$ cat src/rtl/gpio_irq_pkg.sv
// Shared constants, register map and access-type decode for the GPIO edge interrupt block.
package gpio_irq_pkg;

    localparam int WIDTH_DEF = 8;
    localparam int DB_W_DEF  = 16;

    localparam logic [7:0] ADDR_IN      = 8'h00;
    localparam logic [7:0] ADDR_RISE_EN = 8'h04;
    localparam logic [7:0] ADDR_FALL_EN = 8'h08;
    localparam logic [7:0] ADDR_PEND    = 8'h0C;
    localparam logic [7:0] ADDR_DB_CNT  = 8'h10;

    typedef enum logic [1:0] {
        ACC_RO,
        ACC_RW,
        ACC_W1C,
        ACC_NONE
    } access_e;

    typedef enum logic [2:0] {
        REG_IN,
        REG_RISE_EN,
        REG_FALL_EN,
        REG_PEND,
        REG_DB_CNT,
        REG_NONE
    } reg_sel_e;

    // Byte-lane bits are masked so any address within a word selects that word.
    function automatic reg_sel_e reg_decode(input logic [7:0] addr);
        reg_sel_e sel;
        case (addr & 8'hFC)
            ADDR_IN:      sel = REG_IN;
            ADDR_RISE_EN: sel = REG_RISE_EN;
            ADDR_FALL_EN: sel = REG_FALL_EN;
            ADDR_PEND:    sel = REG_PEND;
            ADDR_DB_CNT:  sel = REG_DB_CNT;
            default:      sel = REG_NONE;
        endcase
        return sel;
    endfunction

    function automatic access_e reg_access(input reg_sel_e sel);
        access_e acc;
        case (sel)
            REG_IN:                               acc = ACC_RO;
            REG_RISE_EN, REG_FALL_EN, REG_DB_CNT: acc = ACC_RW;
            REG_PEND:                             acc = ACC_W1C;
            default:                              acc = ACC_NONE;
        endcase
        return acc;
    endfunction

endpackage

$ cat src/rtl/gpio_irq_debounce.sv
// One pin: two-flop synchronizer followed by a saturating debounce counter and stable value.
module gpio_irq_debounce #(
    parameter int DB_W = 16
) (
    input  logic            clk,
    input  logic            rst_n,
    input  logic            pin,
    input  logic [DB_W-1:0] db_cnt,
    output logic            stb_v
);

    logic            meta;
    logic            sync;
    logic [DB_W-1:0] cnt;

    always_ff @(posedge clk or negedge rst_n) begin
        if (!rst_n) begin
            meta <= 1'b0;
            sync <= 1'b0;
        end else begin
            meta <= pin;
            sync <= meta;
        end
    end

    // ">=" rather than "==" so lowering db_cnt mid-count releases the pin next cycle.
    always_ff @(posedge clk or negedge rst_n) begin
        if (!rst_n) begin
            cnt   <= '0;
            stb_v <= 1'b0;
        end else if (sync == stb_v) begin
            cnt <= '0;
        end else if (cnt >= db_cnt) begin
            stb_v <= sync;
            cnt   <= '0;
        end else if (cnt != '1) begin
            cnt <= cnt + DB_W'(1);
        end
    end

endmodule

$ cat src/rtl/gpio_edge_irq.sv
// GPIO edge interrupt controller: debounced inputs, rise/fall enables, W1C pending bits, bus regs.
module gpio_edge_irq
    import gpio_irq_pkg::*;
#(
    parameter int WIDTH = WIDTH_DEF,
    parameter int DB_W  = DB_W_DEF
) (
    input  logic             clk,
    input  logic             rst_n,
    input  logic [WIDTH-1:0] pin_i,
    input  logic             cyc_i,
    input  logic             stb_i,
    input  logic             we_i,
    input  logic [7:0]       addr_i,
    input  logic [31:0]      dat_i,
    output logic [31:0]      dat_o,
    output logic             ack_o,
    output logic             irq_o
);

    logic [WIDTH-1:0] stb_v;
    logic [WIDTH-1:0] stb_v_q;
    logic [WIDTH-1:0] rise_en;
    logic [WIDTH-1:0] fall_en;
    logic [WIDTH-1:0] pend;
    logic [WIDTH-1:0] pend_set;
    logic [WIDTH-1:0] pend_clr;
    logic [DB_W-1:0]  db_cnt;
    logic             req;
    logic             wr;
    reg_sel_e         sel;
    access_e          acc;
    logic [31:0]      rdata;
    logic             unused_dat;

    for (genvar i = 0; i < WIDTH; i++) begin : g_pin
        gpio_irq_debounce #(.DB_W(DB_W)) u_db (
            .clk    (clk),
            .rst_n  (rst_n),
            .pin    (pin_i[i]),
            .db_cnt (db_cnt),
            .stb_v  (stb_v[i])
        );
    end

    assign req        = cyc_i & stb_i & ~ack_o;
    assign wr         = req & we_i;
    assign sel        = reg_decode(addr_i);
    assign acc        = reg_access(sel);
    assign unused_dat = ^dat_i;

    always_comb begin
        rdata = '0;
        case (sel)
            REG_IN:      rdata = 32'(stb_v);
            REG_RISE_EN: rdata = 32'(rise_en);
            REG_FALL_EN: rdata = 32'(fall_en);
            REG_PEND:    rdata = 32'(pend);
            REG_DB_CNT:  rdata = 32'(db_cnt);
            default:     rdata = '0;
        endcase
    end

    // Enables qualify at the moment of the edge; later enable writes never touch pend.
    assign pend_set = (stb_v & ~stb_v_q & rise_en) | (~stb_v & stb_v_q & fall_en);
    assign pend_clr = (wr && acc == ACC_W1C) ? dat_i[WIDTH-1:0] : '0;

    always_ff @(posedge clk or negedge rst_n) begin
        if (!rst_n) begin
            stb_v_q <= '0;
            pend    <= '0;
        end else begin
            stb_v_q <= stb_v;
            pend    <= (pend & ~pend_clr) | pend_set;
        end
    end

    always_ff @(posedge clk or negedge rst_n) begin
        if (!rst_n) begin
            rise_en <= '0;
            fall_en <= '0;
            db_cnt  <= '0;
        end else if (wr && acc == ACC_RW) begin
            case (sel)
                REG_RISE_EN: rise_en <= dat_i[WIDTH-1:0];
                REG_FALL_EN: fall_en <= dat_i[WIDTH-1:0];
                REG_DB_CNT:  db_cnt  <= dat_i[DB_W-1:0];
                default:     ;
            endcase
        end
    end

    always_ff @(posedge clk or negedge rst_n) begin
        if (!rst_n) begin
            ack_o <= 1'b0;
            dat_o <= '0;
        end else begin
            ack_o <= req;
            dat_o <= (req && !we_i) ? rdata : '0;
        end
    end

    assign irq_o = |pend;

endmodule

$ cat config.mk
export PLATFORM = sky130hd
export DESIGN_NAME = gpio_edge_irq
export DESIGN_NICKNAME = d
export VERILOG_FILES = /design/src/rtl/gpio_irq_pkg.sv /design/src/rtl/gpio_irq_debounce.sv /design/src/rtl/gpio_edge_irq.sv
export SDC_FILE = /design/constraint.sdc
export NUM_CORES = 1
export LEC_CHECK = 0
export CORE_UTILIZATION = 28
export DETAILED_ROUTE_END_ITERATION = 16
export HOLD_SLACK_MARGIN = 0.12
export PLACE_DENSITY = 0.5
export SYNTH_ARGS = -nofsm -noshare
export SYNTH_HDL_FRONTEND = slang
export SYNTH_HIERARCHICAL = 1
export SYNTH_SLANG_ARGS = --single-unit
$ cat constraint.sdc
create_clock -name clk -period 6.2 [get_ports clk]
set_input_delay 1.55 -clock clk [delete_from_list [all_inputs] [get_ports clk]]
set_output_delay 1.55 -clock clk [all_outputs]
set_load 0.005 [all_outputs]
==> flow_summary.yaml, run 1 <==
outcome:
  outcome: "complete, no violations"
global_route:
  grt_pass1_wl_um: 55500
  grt_max_degree: 131
  grt_pass1_vias: 10072
  antenna_found_initial: 0
  grt_overflow: 0
  track_usage_pct: 14.1
sta:
  holdWs_ns: 0.349
  skew_ns: 0.0148
  relSlewSlack_pct: 26.1
  finalCriticalPeriod_ns: 3.40
  hold_viol: 0
  setup_ws_ns: 2.80
  finalMaxSlewViolations: 0
  setup_viol: 0
  fin_setup_tns_ns: 0
  rsz0062_at_grt: "false"
  fmax_mhz: 294
  worstMarginPinSlew_ns: 1.10
  period_share_pct: 54.9
finish:
  diodes: 0
  final_area_um2: 15300
  fillers: 4809
  syn2layout_area_growth_pct: 14.2
  drive_gt1_share_pct: 7.70
  instances_no_fill: 2061
  fin_nets: 1629
pwr:
  p_sw_share_pct: 29.0
  peakVddDrop_mv: 0.196
  p_switching_mw: 1.07
  share_comb_of_total_power_pct: 14.9
  p_int_mw: 2.62
  p_leak_nw: 6.16
  power.density_nw_per_um2: 241
  p_clk_share_pct: 40.1
  seqPwrFrac_pct: 44.9
routing:
  wire_per_inst_um: 16.5
  vias: 9996
  drtAntennaViolNets: 0
  viasPerCell: 4.85
  dr.pass1.iters: 5
  drc: 0
  drt_iter0_drc: 640
  drt-total-wl_um: 34100
floorplanning:
  placement_rows: 79
  io_pins: 87
  start_util_pct: 28.6
  die_area_um2: 48900
  die_h_um: 221
  core_um2: 47000
  die_w_um: 221
worst_setup_path:
  end_kind: "output port"
  worstPathArrival_ns: 1.85
  cp-start-kind: "flop"
  path_max_fanout: 3
  crit_required_ns: 4.65
  path_class: "reg2out"
synthesis:
  ys_seq_area_share_pct: 40.4
  netlist_instances: 1382
  yosysTopAreaCell: "dfrtp_1"
  synth.most_common_cell: "dfrtp_1"
  synth_top_flop_cell: "dfrtp_1"
  yosysUniqueCellTypes: 49
  synthTopCellsByCount: "dfrtp_1, nor2_1, ha_1, inv_1, nand2_1"
  synth_area_per_cell_um2: 9.72
  synth_edf_count: 0
  ys_ff_latch: 217
  ys.warnings.count: 6
  netlist_area_um2: 13400
  synth_top_area_share_pct: 40.4
  synthArstFlopShare_pct: 100
  synth_area_leaders: "dfrtp_1, ha_1, xnor2_1"
clocking:
  post_cts_buffers: 0
  clk_pin_slew_worst_paths_ns: 0.06
  post_cts_resize_count: 0
  tritoncts: "yes"
  clockRootBuffer: "clkbuf_16"
  cts_max_level: 1
  numCtsBuffers: 27
  clk_latency_ns: 0.54
  numClockSinks: 217
  cts_hold_buf: 0
  cts.path.max_buffers: 3
placed_design:
  port_buffers: 52
  gp_congestion: 0.774
  place_ws_ns: 2.25
  place_hpwl_um: 23200
  place_area_um2: 14500
  dp.cells: 2018
flow_run:
  maxCapViolCount: 0
worst_hold_path:
  hold_class: "reg2reg"
-- metal layers --
| metal | track usage [%] | wire [um] | vias to the layer above |
|---|---|---|---|
| met5 | 0 | 0 | - |
| met4 | 3.77 | 786 | 0 |
| met3 | 1.89 | 1110 | 43 |
| met2 | 23.2 | 15500 | 170 |
| met1 | 19.3 | 16700 | 4851 |
| li1 | - | - | 4932 |
-- final cells by class --
| class | instances | area, um2 | area share (%) |
|---|---|---|---|
| clock buffer | 36 | 719 | 4.69 |
| sequential | 217 | 5430 | 35.4 |
| multi-input combinational | 1003 | 7270 | 47.4 |
| timing repair buffer | 55 | 561 | 3.65 |
| clock inverter | 7 | 93.8 | 0.612 |
| tap | 607 | 759 | 4.95 |
| inverter | 136 | 510 | 3.33 |
-- worst paths after layout --
check / cells past startpoint / start / to / slack (ns)
worst max register to register: 6 / db_cnt[0] / g_pin[2].u_db/cnt[2] / 3.00
worst max-delay path: 3 / pend[3] / irq_o / 2.80
worst min-delay path: 0 / g_pin[1].u_db/meta / g_pin[1].u_db/sync / 0.35
min in group asynchronous: 1 / rst_n / g_pin[2].u_db/cnt[1] / 1.16
max in group asynchronous: 2 / rst_n / stb_v_q[6] / 3.98
worst min register to register: 0 / g_pin[1].u_db/meta / g_pin[1].u_db/sync / 0.35
-- critical path, stage by stage (launching register included) --
cell and delay (ns):
dfrtp_1 0.42, nor4_1 0.27, nand2_1 0.14, clkdlybuf4s50_1 0.47
-- power groups by stage --
| stage | Combinational [mW] | Sequential [mW] | Clock [mW] |
|---|---|---|---|
| after floorplan | 0.412 | 1.62 | 0 |
| after global placement | 0.548 | 1.68 | 0 |
| after detailed placement | 0.559 | 1.69 | 0 |
| after CTS | 0.564 | 1.66 | 1.54 |
| after global routing | 0.634 | 1.68 | 1.58 |
| final | 0.551 | 1.66 | 1.48 |
-- registers in the layout (all words and copies together), names as in the netlist --
register / flops
g_pin.u_db/sync: 8
g_pin.u_db/stb_v: 8
fall_en: 8
stb_v_q: 8
pend: 8
ack_o: 1
rise_en: 8
g_pin.u_db/cnt: 128
dat_o: 16
db_cnt: 16
g_pin.u_db/meta: 8
-- cell usage in the layout, fill, tap and decap left out, drive strengths merged, types with 44 or more instances in the layout --
| cell type | n |
|---|---|
| nand4 | 59 |
| nand3 | 57 |
| nor2 | 154 |
| nand2 | 96 |
| xnor2 | 85 |
| ha | 136 |
| dfrtp | 217 |
| clkdlybuf4s50 | 51 |
| nor3 | 44 |
| inv | 137 |
-- per-stage QoR --
stage	power [mW]	util [%]
after floorplan	2.04	-
after global placement	2.23	30.9
after detailed placement	2.24	30.9
after CTS	3.76	32.7
after global routing	3.90	32.7
final	3.69	32.7
-- cells by family (layout without fill, tap and decap cells) --
| group | Yosys count | after routing | synth area share [%] |
|---|---|---|---|
| and+or+nand+nor | 571 | 571 | 24.6 |
| xor gates and xnor gates | 103 | 103 | 6.72 |
| buffers and inverters | 177 | 234 | 5.89 |
| muxes | 40 | 40 | 3.28 |
| AOI/OAI and AO/OA | 137 | 137 | 6.35 |
| DFF | 217 | 217 | 40.4 |
| other | 1 | 16 | 0.0279 |
| adders and majority gates | 136 | 136 | 12.7 |
Power figures use the tool's default switching activity.
==> inputs of run 2 (changes only) <==
--- a/config.mk
+++ b/config.mk
@@ -8,7 +8,7 @@
 export CORE_UTILIZATION = 28
 export DETAILED_ROUTE_END_ITERATION = 16
 export HOLD_SLACK_MARGIN = 0.12
-export PLACE_DENSITY = 0.5
+export PLACE_DENSITY = 0.51
 export SYNTH_ARGS = -nofsm -noshare
 export SYNTH_HDL_FRONTEND = slang
 export SYNTH_HIERARCHICAL = 1
==> constraint.sdc (replaced) <==
create_clock -name clk -period 3.05 [get_ports clk]
set_input_delay 0.7625 -clock clk [delete_from_list [all_inputs] [get_ports clk]]
set_output_delay 0.7625 -clock clk [all_outputs]
set_load 0.005 [all_outputs]
==> flow_summary.yaml, run 2 (synthesized netlist as in run 1, its figures left out) <==
outcome:
  outcome: "complete, no violations"
clocking:
  numCtsBuffers: 28
  cts.path.max_buffers: 3
  tritoncts: "yes"
  cts_max_level: 1
  cts_hold_buf: 0
  numClockSinks: 217
  post_cts_buffers: 0
  post_cts_resize_count: 0
  clk_latency_ns: 0.56
  clockRootBuffer: "clkbuf_16"
  clk_pin_slew_worst_paths_ns: 0.05
routing:
  drt-total-wl_um: 34500
  drt_iter0_drc: 603
  vias: 10133
  drc: 0
  wire_per_inst_um: 16.4
  drtAntennaViolNets: 0
  viasPerCell: 4.83
  dr.pass1.iters: 5
placed_design:
  gp_congestion: 0.804
  port_buffers: 52
  dp.cells: 2049
  place_area_um2: 14800
  place_hpwl_um: 24500
floorplanning:
  placement_rows: 79
  die_w_um: 221
  die_area_um2: 48900
  io_pins: 87
  core_um2: 47000
  start_util_pct: 28.6
  die_h_um: 221
sta:
  worstMarginPinSlew_ns: 0.882
  fin_setup_tns_ns: 0
  setup_viol: 0
  period_share_pct: 86.2
  relSlewSlack_pct: 41.2
  finalMaxSlewViolations: 0
  skew_ns: 0.0148
  rsz0062_at_grt: "false"
  fmax_mhz: 380
  hold_viol: 0
  finalCriticalPeriod_ns: 2.63
finish:
  syn2layout_area_growth_pct: 17.0
  fillers: 4742
  layout_common_cells: "dfrtp_1, nor2_1, inv_1, ha_1, nand2_1"
  fin_nets: 1661
  diodes: 0
  top_register: "g_pin.u_db/cnt"
  multi_input_area_um2: 7270
  instances_no_fill: 2099
  drive_gt1_share_pct: 10.1
  register_area_um2: 5430
  top_regs: "g_pin.u_db/cnt x128, dat_o x16, db_cnt x16"
  final_area_um2: 15700
  largest_register_ffs: 128
  final_common_cell: "dfrtp_1"
  final_core_utilization_pct: 33.5
pwr:
  p_switching_mw: 2.26
  power_mw: 7.97
  p_sw_share_pct: 28.4
  p_leak_nw: 6.39
  share_comb_of_total_power_pct: 15.8
  seqPwrFrac_pct: 42.1
  p_clk_share_pct: 42.0
  power.density_nw_per_um2: 507
  peakVddDrop_mv: 0.358
  p_int_mw: 5.71
global_route:
  grt_pass1_wl_um: 55800
  grt_overflow: 0
  grt_max_degree: 65
  track_usage_pct: 14.3
  grt_pass1_vias: 9989
  antenna_found_initial: 1
worst_setup_path:
  path_max_fanout: 3
  worstPathArrival_ns: 1.87
  end_kind: "output port"
  critPathMaxStageDelay_ns: 0.47
  path_class: "reg2out"
  cp-start-kind: "flop"
  crit_required_ns: 2.29
  slowest_stage: "clkdlybuf4s50_1"
  critical_path.cell_chain: "nor4_1 -> nand2_1 -> clkdlybuf4s50_1"
flow_run:
  maxCapViolCount: 0
worst_hold_path:
  hold_class: "in2async"
-- run 2: cell types whose count changed in the layout (fill, tap and decap cells not counted), sizes merged --
cell,previous run,this run
buf,4,35
clkbuf,36,44
clkinv,2,3
clkinvlp,2,1
inv,137,136
-- run 2: cell type report --
type                       count  area share (%)
multi-input combinational   1003            46.2
sequential                   217            34.5
clock buffer                  44            5.48
timing repair buffer          86            5.13
tap                          607            4.83
inverter                     136            3.25
clock inverter                 6           0.525
-- run 2: metrics by stage --
step           setup slack, ns  hold WS (ns)
6_report                 0.420         0.152
5_1_grt                  0.239         0.189
4_1_cts                  0.380         0.154
3_5_place_dp             0.212         0.335
3_3_place_gp             0.201         0.333
2_1_floorplan            0.785         0.331
-- run 2: power groups by stage --
| stage | combinational [mW] | clock, mW | sequential (mW) |
|---|---|---|---|
| floorplan | 0.837 | 0 | 3.30 |
| global placement | 1.25 | 0 | 3.41 |
| detailed placement | 1.28 | 0 | 3.41 |
| CTS | 1.29 | 3.46 | 3.36 |
| global route | 1.44 | 3.58 | 3.39 |
| finish | 1.26 | 3.35 | 3.36 |
-- run 2: worst paths after layout --
check | from | end | slack, ns | cells after the start
max | pend[7] | irq_o | 0.42 | 3
min | rst_n | g_pin[3].u_db/meta | 0.15 | 1
max reg2reg | db_cnt[14] | g_pin[0].u_db/cnt[12] | 0.42 | 8
min reg2reg | g_pin[0].u_db/meta | g_pin[0].u_db/sync | 0.34 | 0
max in group asynchronous | rst_n | g_pin[5].u_db/sync | 2.12 | 2
min in group clk | g_pin[0].u_db/meta | g_pin[0].u_db/sync | 0.34 | 0
-- run 2: worst max-delay path: cells and delay by family, from the launching register on --
kind                   cells  cell delay [ns]
buffers and inverters      1             0.47
and+or+nand+nor            2             0.44
DFF                        1             0.40
-- run 2: routing by layer --
metal / routed length (um) / share of wire [%] / vias up / GRT usage (%)
met5: 13 / 0.038 / - / 0
met2: 15600 / 45 / 174 / 23.1
met1: 16800 / 49 / 4925 / 20.1
li1: - / - / 4991 / -
met4: 662 / 1.9 / 2 / 2.82
met3: 1350 / 3.9 / 41 / 2.32
